[src/rtl/uart_pkg.sv]
// Shared definitions for the UART transmit-side blocks: default widths,
// feeder state encoding and the occupancy-counter width helper.
package uart_pkg;

    localparam int DATA_WIDTH_DEFAULT = 8;
    localparam int FIFO_DEPTH_DEFAULT = 16;

    typedef enum logic [1:0] {
        IDLE    = 2'd0,
        LAUNCH  = 2'd1,
        SENDING = 2'd2
    } feeder_state_e;

    // An occupancy counter must represent 0..depth inclusive.
    function automatic int count_width(input int depth);
        return $clog2(depth + 1);
    endfunction

    localparam int COUNT_WIDTH_DEFAULT = count_width(FIFO_DEPTH_DEFAULT);

endpackage

[src/rtl/uart_tx_feeder_if.sv]
// Host stream plus transmitter handshake of the UART transmit feeder.
// slave is the feeder's view; master is the host/transmitter view.
interface uart_tx_feeder_if
    import uart_pkg::*;
#(
    parameter int DATA_WIDTH = DATA_WIDTH_DEFAULT,
    parameter int FIFO_DEPTH = FIFO_DEPTH_DEFAULT
);
    logic                               s_valid;
    logic [DATA_WIDTH-1:0]              s_data;
    logic                               s_ready;
    logic                               flush;
    logic                               tx_enable;
    logic [DATA_WIDTH-1:0]              tx_data;
    logic                               tx_busy;
    logic                               tx_done;
    logic                               err_timeout;
    logic [count_width(FIFO_DEPTH)-1:0] fifo_count;

    modport slave (
        input  s_valid, s_data, flush, tx_busy,
        output s_ready, tx_enable, tx_data, tx_done, err_timeout, fifo_count
    );

    modport master (
        output s_valid, s_data, flush, tx_busy,
        input  s_ready, tx_enable, tx_data, tx_done, err_timeout, fifo_count
    );
endinterface

[src/rtl/uart_sync_fifo.sv]
// Single-clock FIFO with push/pop/flush, full/empty and occupancy count.
// Head entry is presented combinationally on rd_data.
module uart_sync_fifo
    import uart_pkg::*;
#(
    parameter int DATA_WIDTH = DATA_WIDTH_DEFAULT,
    parameter int DEPTH      = FIFO_DEPTH_DEFAULT
) (
    input  logic                          clk,
    input  logic                          reset,
    input  logic                          push,
    input  logic [DATA_WIDTH-1:0]         wr_data,
    input  logic                          pop,
    output logic [DATA_WIDTH-1:0]         rd_data,
    input  logic                          flush,
    output logic                          full,
    output logic                          empty,
    output logic [count_width(DEPTH)-1:0] count
);
    localparam int PW = $clog2(DEPTH);
    localparam int CW = count_width(DEPTH);

    logic [DATA_WIDTH-1:0] mem [DEPTH];
    logic [PW-1:0]         wr_ptr;
    logic [PW-1:0]         rd_ptr;
    logic                  do_push;
    logic                  do_pop;

    assign full    = (count == CW'(DEPTH));
    assign empty   = (count == '0);
    // No bypass: a full FIFO refuses a push even when a pop happens alongside.
    assign do_push = push && !full && !flush;
    assign do_pop  = pop && !empty && !flush;
    assign rd_data = mem[rd_ptr];

    always_ff @(posedge clk or negedge reset) begin
        if (!reset) begin
            wr_ptr <= '0;
            rd_ptr <= '0;
            count  <= '0;
        end else if (flush) begin
            wr_ptr <= '0;
            rd_ptr <= '0;
            count  <= '0;
        end else begin
            if (do_push) wr_ptr <= wr_ptr + 1'b1;
            if (do_pop)  rd_ptr <= rd_ptr + 1'b1;
            case ({do_push, do_pop})
                2'b10:   count <= count + 1'b1;
                2'b01:   count <= count - 1'b1;
                default: count <= count;
            endcase
        end
    end

    // NOTE: storage is deliberately left out of reset; only pointers and count
    // define validity, and a reset-free array maps onto plain RAM/flops.
    always_ff @(posedge clk) begin
        if (do_push) mem[wr_ptr] <= wr_data;
    end

endmodule

[src/rtl/uart_tx_feeder.sv]
// Buffers host bytes and launches them one at a time into the UART
// transmitter, watching for a launch that the transmitter never acknowledges.
module uart_tx_feeder
    import uart_pkg::*;
#(
    parameter int DATA_WIDTH  = DATA_WIDTH_DEFAULT,
    parameter int FIFO_DEPTH  = FIFO_DEPTH_DEFAULT,
    parameter int ACK_TIMEOUT = 1023
) (
    input logic             clk,
    input logic             reset,
    uart_tx_feeder_if.slave bus
);
    localparam int CW = count_width(FIFO_DEPTH);
    localparam int TW = $clog2(ACK_TIMEOUT + 1);

    feeder_state_e         state_q, state_d;
    logic [TW-1:0]         cnt_q, cnt_d;
    logic                  tx_enable_q, tx_enable_d;
    logic                  tx_done_q, tx_done_d;
    logic                  err_q;
    logic                  timeout_hit;
    logic                  pop;
    logic                  push;
    logic [DATA_WIDTH-1:0] tx_data_q;
    logic [DATA_WIDTH-1:0] fifo_rd_data;
    logic                  fifo_full;
    logic                  fifo_empty;
    logic [CW-1:0]         fifo_count;

    assign bus.s_ready     = !fifo_full && reset;
    assign push            = bus.s_valid && bus.s_ready;
    assign bus.tx_enable   = tx_enable_q;
    assign bus.tx_data     = tx_data_q;
    assign bus.tx_done     = tx_done_q;
    assign bus.err_timeout = err_q;
    assign bus.fifo_count  = fifo_count;

    uart_sync_fifo #(
        .DATA_WIDTH (DATA_WIDTH),
        .DEPTH      (FIFO_DEPTH)
    ) u_fifo (
        .clk     (clk),
        .reset   (reset),
        .push    (push),
        .wr_data (bus.s_data),
        .pop     (pop),
        .rd_data (fifo_rd_data),
        .flush   (bus.flush),
        .full    (fifo_full),
        .empty   (fifo_empty),
        .count   (fifo_count)
    );

    always_ff @(posedge clk or negedge reset) begin
        if (!reset) begin
            state_q     <= IDLE;
            cnt_q       <= '0;
            tx_enable_q <= 1'b0;
            tx_done_q   <= 1'b0;
            err_q       <= 1'b0;
            tx_data_q   <= '0;
        end else begin
            state_q     <= state_d;
            cnt_q       <= cnt_d;
            tx_enable_q <= tx_enable_d;
            tx_done_q   <= tx_done_d;
            if (timeout_hit) err_q     <= 1'b1;
            if (pop)         tx_data_q <= fifo_rd_data;
        end
    end

    // NOTE: every output of this block is defaulted first so no path can
    // leave one unassigned and infer a latch.
    always_comb begin
        state_d     = state_q;
        cnt_d       = cnt_q;
        tx_enable_d = 1'b0;
        tx_done_d   = 1'b0;
        timeout_hit = 1'b0;
        pop         = 1'b0;
        case (state_q)
            IDLE: begin
                if (!fifo_empty && !bus.tx_busy && !bus.flush) begin
                    pop         = 1'b1;
                    tx_enable_d = 1'b1;
                    cnt_d       = '0;
                    state_d     = LAUNCH;
                end
            end
            // Enable is held because the transmitter only samples it on its baud tick.
            LAUNCH: begin
                if (bus.tx_busy) begin
                    state_d = SENDING;
                end else if (cnt_q == TW'(ACK_TIMEOUT)) begin
                    timeout_hit = 1'b1;
                    state_d     = IDLE;
                end else begin
                    tx_enable_d = 1'b1;
                    cnt_d       = cnt_q + 1'b1;
                end
            end
            SENDING: begin
                if (!bus.tx_busy) begin
                    tx_done_d = 1'b1;
                    state_d   = IDLE;
                end
            end
            default: state_d = IDLE;
        endcase
    end

endmodule

[src/flat_wrapper.sv]
// flat-port wrapper written by rule: the top's interface ports become plain ports
module uart_tx_feeder_flat import uart_pkg::*;
#(
    parameter int DATA_WIDTH  = DATA_WIDTH_DEFAULT,
    parameter int FIFO_DEPTH  = FIFO_DEPTH_DEFAULT,
    parameter int ACK_TIMEOUT = 1023
)
  (clk, reset, bus_s_valid, bus_s_data, bus_flush, bus_tx_busy, bus_s_ready, bus_tx_enable, bus_tx_data, bus_tx_done, bus_err_timeout, bus_fifo_count);
  uart_tx_feeder_if #(.DATA_WIDTH(DATA_WIDTH), .FIFO_DEPTH(FIFO_DEPTH)) bus_i ();
  input logic clk;
  input logic reset;
  input wire logic [$bits(bus_i.s_valid)-1:0] bus_s_valid;
  input wire logic [$bits(bus_i.s_data)-1:0] bus_s_data;
  input wire logic [$bits(bus_i.flush)-1:0] bus_flush;
  input wire logic [$bits(bus_i.tx_busy)-1:0] bus_tx_busy;
  output wire logic [$bits(bus_i.s_ready)-1:0] bus_s_ready;
  output wire logic [$bits(bus_i.tx_enable)-1:0] bus_tx_enable;
  output wire logic [$bits(bus_i.tx_data)-1:0] bus_tx_data;
  output wire logic [$bits(bus_i.tx_done)-1:0] bus_tx_done;
  output wire logic [$bits(bus_i.err_timeout)-1:0] bus_err_timeout;
  output wire logic [$bits(bus_i.fifo_count)-1:0] bus_fifo_count;
  assign bus_i.s_valid = bus_s_valid;
  assign bus_i.s_data = bus_s_data;
  assign bus_i.flush = bus_flush;
  assign bus_i.tx_busy = bus_tx_busy;
  assign bus_s_ready = bus_i.s_ready;
  assign bus_tx_enable = bus_i.tx_enable;
  assign bus_tx_data = bus_i.tx_data;
  assign bus_tx_done = bus_i.tx_done;
  assign bus_err_timeout = bus_i.err_timeout;
  assign bus_fifo_count = bus_i.fifo_count;
  uart_tx_feeder #(.DATA_WIDTH(DATA_WIDTH), .FIFO_DEPTH(FIFO_DEPTH), .ACK_TIMEOUT(ACK_TIMEOUT)) u_core (.clk(clk), .reset(reset), .bus(bus_i));
endmodule
[config.mk]
export PLATFORM = sky130hd
export DESIGN_NAME = uart_tx_feeder_flat
export DESIGN_NICKNAME = d
export VERILOG_FILES = /design/src/rtl/uart_pkg.sv /design/src/rtl/uart_tx_feeder_if.sv /design/src/rtl/uart_sync_fifo.sv /design/src/rtl/uart_tx_feeder.sv /design/src/flat_wrapper.sv
export SDC_FILE = /design/constraint.sdc
export NUM_CORES = 1
export LEC_CHECK = 0
export BUFFER_PORTS_ARGS = -buffer_cell sky130_fd_sc_hd__buf_2
export CAP_MARGIN = 25
export CORE_ASPECT_RATIO = 1.5
export CORE_MARGIN = 5
export CORE_UTILIZATION = 51
export CTS_CLUSTER_DIAMETER = 120
export DETAILED_ROUTE_END_ITERATION = 8
export PLACE_DENSITY = 0.72
export SLEW_MARGIN = 0
export SYNTH_ARGS = -nofsm -noshare
export SYNTH_HDL_FRONTEND = slang
export SYNTH_SLANG_ARGS = --single-unit
[constraint.sdc]
create_clock -name clk -period 2.8 [get_ports clk]
set_input_delay 0.28 -clock clk [delete_from_list [all_inputs] [get_ports clk]]
set_output_delay 0.28 -clock clk [all_outputs]
set_load 0.02 [all_outputs]
==> impl_metrics.env <==
export IMPL_status="completed"
export IMPL_p_per_area_nw_per_um2=771
export IMPL_multiInputGateArea_um2=1920
export IMPL_fin_worst_skew_ns=0.00999
export IMPL_whs_path_depth=2
export IMPL_r2r_cells=10
export IMPL_portBuffers=29
export IMPL_antenna_cells=0
export IMPL_timing_rr_end="u_core.u_fifo.count[4]"
export IMPL_setup_tns_final_ns=0
export IMPL_r2r_setup_slack_ns=0.14
export IMPL_ys_types=42
export IMPL_antenna_found_initial=0
export IMPL_cp_data_arrival_time_ns=2.95
export IMPL_synth_edf_count=128
export IMPL_dp_cells=586
export IMPL_die_area_um2=15700
export IMPL_gp_congestion=0.759
export IMPL_clock_latency_ns=0.42
export IMPL_hold_worst_slack_ns=0.0689
export IMPL_layout_drive_gt1_share_pct=26.3
export IMPL_drc=0
export IMPL_synth_main_ff_cell="edfxtp_1"
export IMPL_final_area_um2=7740
export IMPL_syn_nets=429
export IMPL_row_count=51
export IMPL_mostFrequentLayoutCell="edfxtp_1"
export IMPL_cts_tree="built"
export IMPL_crit_start="u_core.u_fifo.count[1]"
export IMPL_worstSetupStartpointType="flop"
export IMPL_ys_async_sr_fraction_pct=22.0
export IMPL_period_share_pct=95.0
export IMPL_seqCellArea_um2=4750
export IMPL_seq_power_share_pct=47.3
export IMPL_setup_viol_count_final=0
export IMPL_synthCells=406
export IMPL_min_path_type="in2reg"
export IMPL_drv_slew=0
export IMPL_switching_power_mw=1.54
export IMPL_path_common_cell="o21a_1"
export IMPL_vias=3519
export IMPL_finalHoldViolCount=0
export IMPL_synth_warning_count=0
export IMPL_slowest_stage="or4_4"
export IMPL_place_area_um2=7140
export IMPL_initial_utilization_pct=52.0
export IMPL_ys_seq_elements=164
export IMPL_grt_pass1_vias=3776
export IMPL_wl_per_cell_um=19.8
export IMPL_area_delta_synth_final_pct=14.2
export IMPL_htreeDepth=4
export IMPL_firstDrtPassIters=4
export IMPL_crit_end="u_core.u_fifo.count[4]"
export IMPL_cp_end_kind="flop"
export IMPL_grt_setup_unrepaired="false"
export IMPL_die_h_um=151
export IMPL_slew_headroom_pct=43.5
export IMPL_fillers=987
export IMPL_cts_buffers_inserted=17
export IMPL_max_cap_violations=0
export IMPL_nets=470
export IMPL_syn_area_um2=6780
export IMPL_switching_share_pct=25.8
export IMPL_path_cells="or4_4, o21a_1, nand2_1, inv_1, ha_1, nor2b_1, o21a_1, o211a_1, nor3_1, nor3b_2"
export IMPL_hpwl_um=8160
export IMPL_grt_pass1_wl_um=20300
export IMPL_critPathKind="reg2reg"
export IMPL_cts_sinks=164
export IMPL_clk_pin_slew_ns=0.06
export IMPL_core_um2=13000
export IMPL_boundaryPins=30
export IMPL_ir_drop_mv=0.448
export IMPL_syn_area_per_cell_um2=16.7
export IMPL_overflow=0
export IMPL_p_leak_nw=2.79
export IMPL_first_iter_violations=263
export IMPL_combPwrFrac_pct=15.0
export IMPL_totalWireLength_um=12300
export IMPL_fin_crit_ns=2.66
export IMPL_grt_max_degree=38
export IMPL_slowest_delay_ns=0.57
export IMPL_r2r_start="u_core.u_fifo.count[1]"
export IMPL_root_buffer="clkbuf_16"
export IMPL_final_cell_mix="edfxtp_1 (128), nand2_1 (36), dfrtp_1 (35)"
export IMPL_fmax_mhz=376
export IMPL_grt_total_usage_pct=16.8
export IMPL_layout_cells_non_filler=619
export IMPL_pwr_share_clk_pct=37.7
export IMPL_vias_per_cell=5.68
export IMPL_cts_path_max_buffers=2
export IMPL_cp_data_required_time_ns=3.09
export IMPL_critPathMaxFanout=6
export IMPL_die_w_um=104
export IMPL_tightest_slew_ns=0.844
export IMPL_detail_route_antenna_nets=0
export IMPL_ys_seq_area_share_pct=70.0
export IMPL_p_int_mw=4.43
[power groups by stage]
stage	Sequential, mW	Combinational (mW)	Clock (mW)
floorplan	2.94	0.556	0
global placement	2.87	0.887	0
detailed placement	2.87	0.905	0
CTS	2.82	0.913	2.29
global route	2.84	0.997	2.39
finish	2.82	0.896	2.25
[layout make-up]
type	instances	area share, %
timing repair buffer	43	3.43
multi-input combinational	214	24.8
clock buffer	19	5.72
clock inverter	13	1.78
sequential	164	61.3
tap	159	2.57
inverter	7	0.340
[how the worst min path moves through the flow]
stage                                  end        start  slack, ns
global placement    u_core.u_fifo.count[4]        reset       0.37
detailed placement  u_core.u_fifo.count[2]        reset       0.36
finish                  u_core.bus.tx_done  bus_tx_busy       0.07
CTS                     u_core.bus.tx_done  bus_tx_busy       0.05
floorplan           u_core.bus.err_timeout        reset      -0.02
global route            u_core.bus.tx_done  bus_tx_busy       0.07
[metrics by stage]
stage                     util, %  total power [mW]  worst slack, ns
final                        59.4              5.97            0.140
after global routing         59.4              6.22          0.00650
after global placement       54.8              3.75            0.227
after CTS                    59.4              6.02            0.131
after detailed placement     54.8              3.78            0.142
after floorplan                 -              3.50           0.0228
[critical path, delay by kind of cell, from the launching register on]
family | cells | cell delay, ns
and+or+nand+nor | 5 | 1.07
AOI/OAI and AO/OA | 3 | 0.63
DFF | 1 | 0.43
adders and majority gates | 1 | 0.32
buffers and inverters | 1 | 0.08
[synthesized netlist by cell type (6+ instances only)]
cell type,count,share of area [%]
xor2_1,6,0.78
nor3_1,6,0.44
xnor2_1,7,0.90
dfrtp_1,36,13
nor2_1,21,1.2
o21ai_0,21,1.6
and3_1,9,0.83
mux2_2,8,1.3
ha_1,9,1.7
buf_2,9,0.66
nand2_1,36,2.0
inv_1,7,0.39
edfxtp_1,128,57
mux2i_1,11,1.6
clkbuf_1,10,0.55
nand3_1,8,0.59
mux4_2,32,11
[cells by family after synthesis]
family          synth area share (%)
mux                             13.6
buf+inv                         1.77
xor+xnor                        1.92
simple gates                    7.07
fa+ha+maj                       1.96
compound gates                  3.66
flops                           70.0
[what timing repair did]
action,CTS,global route
buffers inserted,0,0
endpoints found under the hold margin,36,0
resized for setup,0,2
hold buffers,1,0
setup endpoints to repair,0,1
[flip-flops by register name, indices dropped and copies added (netlist names)]
name                    flops
u_core.bus.err_timeout      1
u_core.u_fifo.count         5
u_core.cnt_q               10
u_core.bus.tx_enable        1
u_core.bus.tx_done          1
u_core.bus.tx_data          8
u_core.state_q              2
u_core.u_fifo.rd_ptr        4
u_core.u_fifo.mem         128
u_core.u_fifo.wr_ptr        4
[metal layers]
metal / GRT usage, % / share of wire (%)
met5: 0 / 0
met4: 5.77 / 1.8
met3: 3.07 / 3.6
met2: 30.5 / 54
met1: 20.3 / 41
Note: power is estimated with default switching activity, not from simulation.
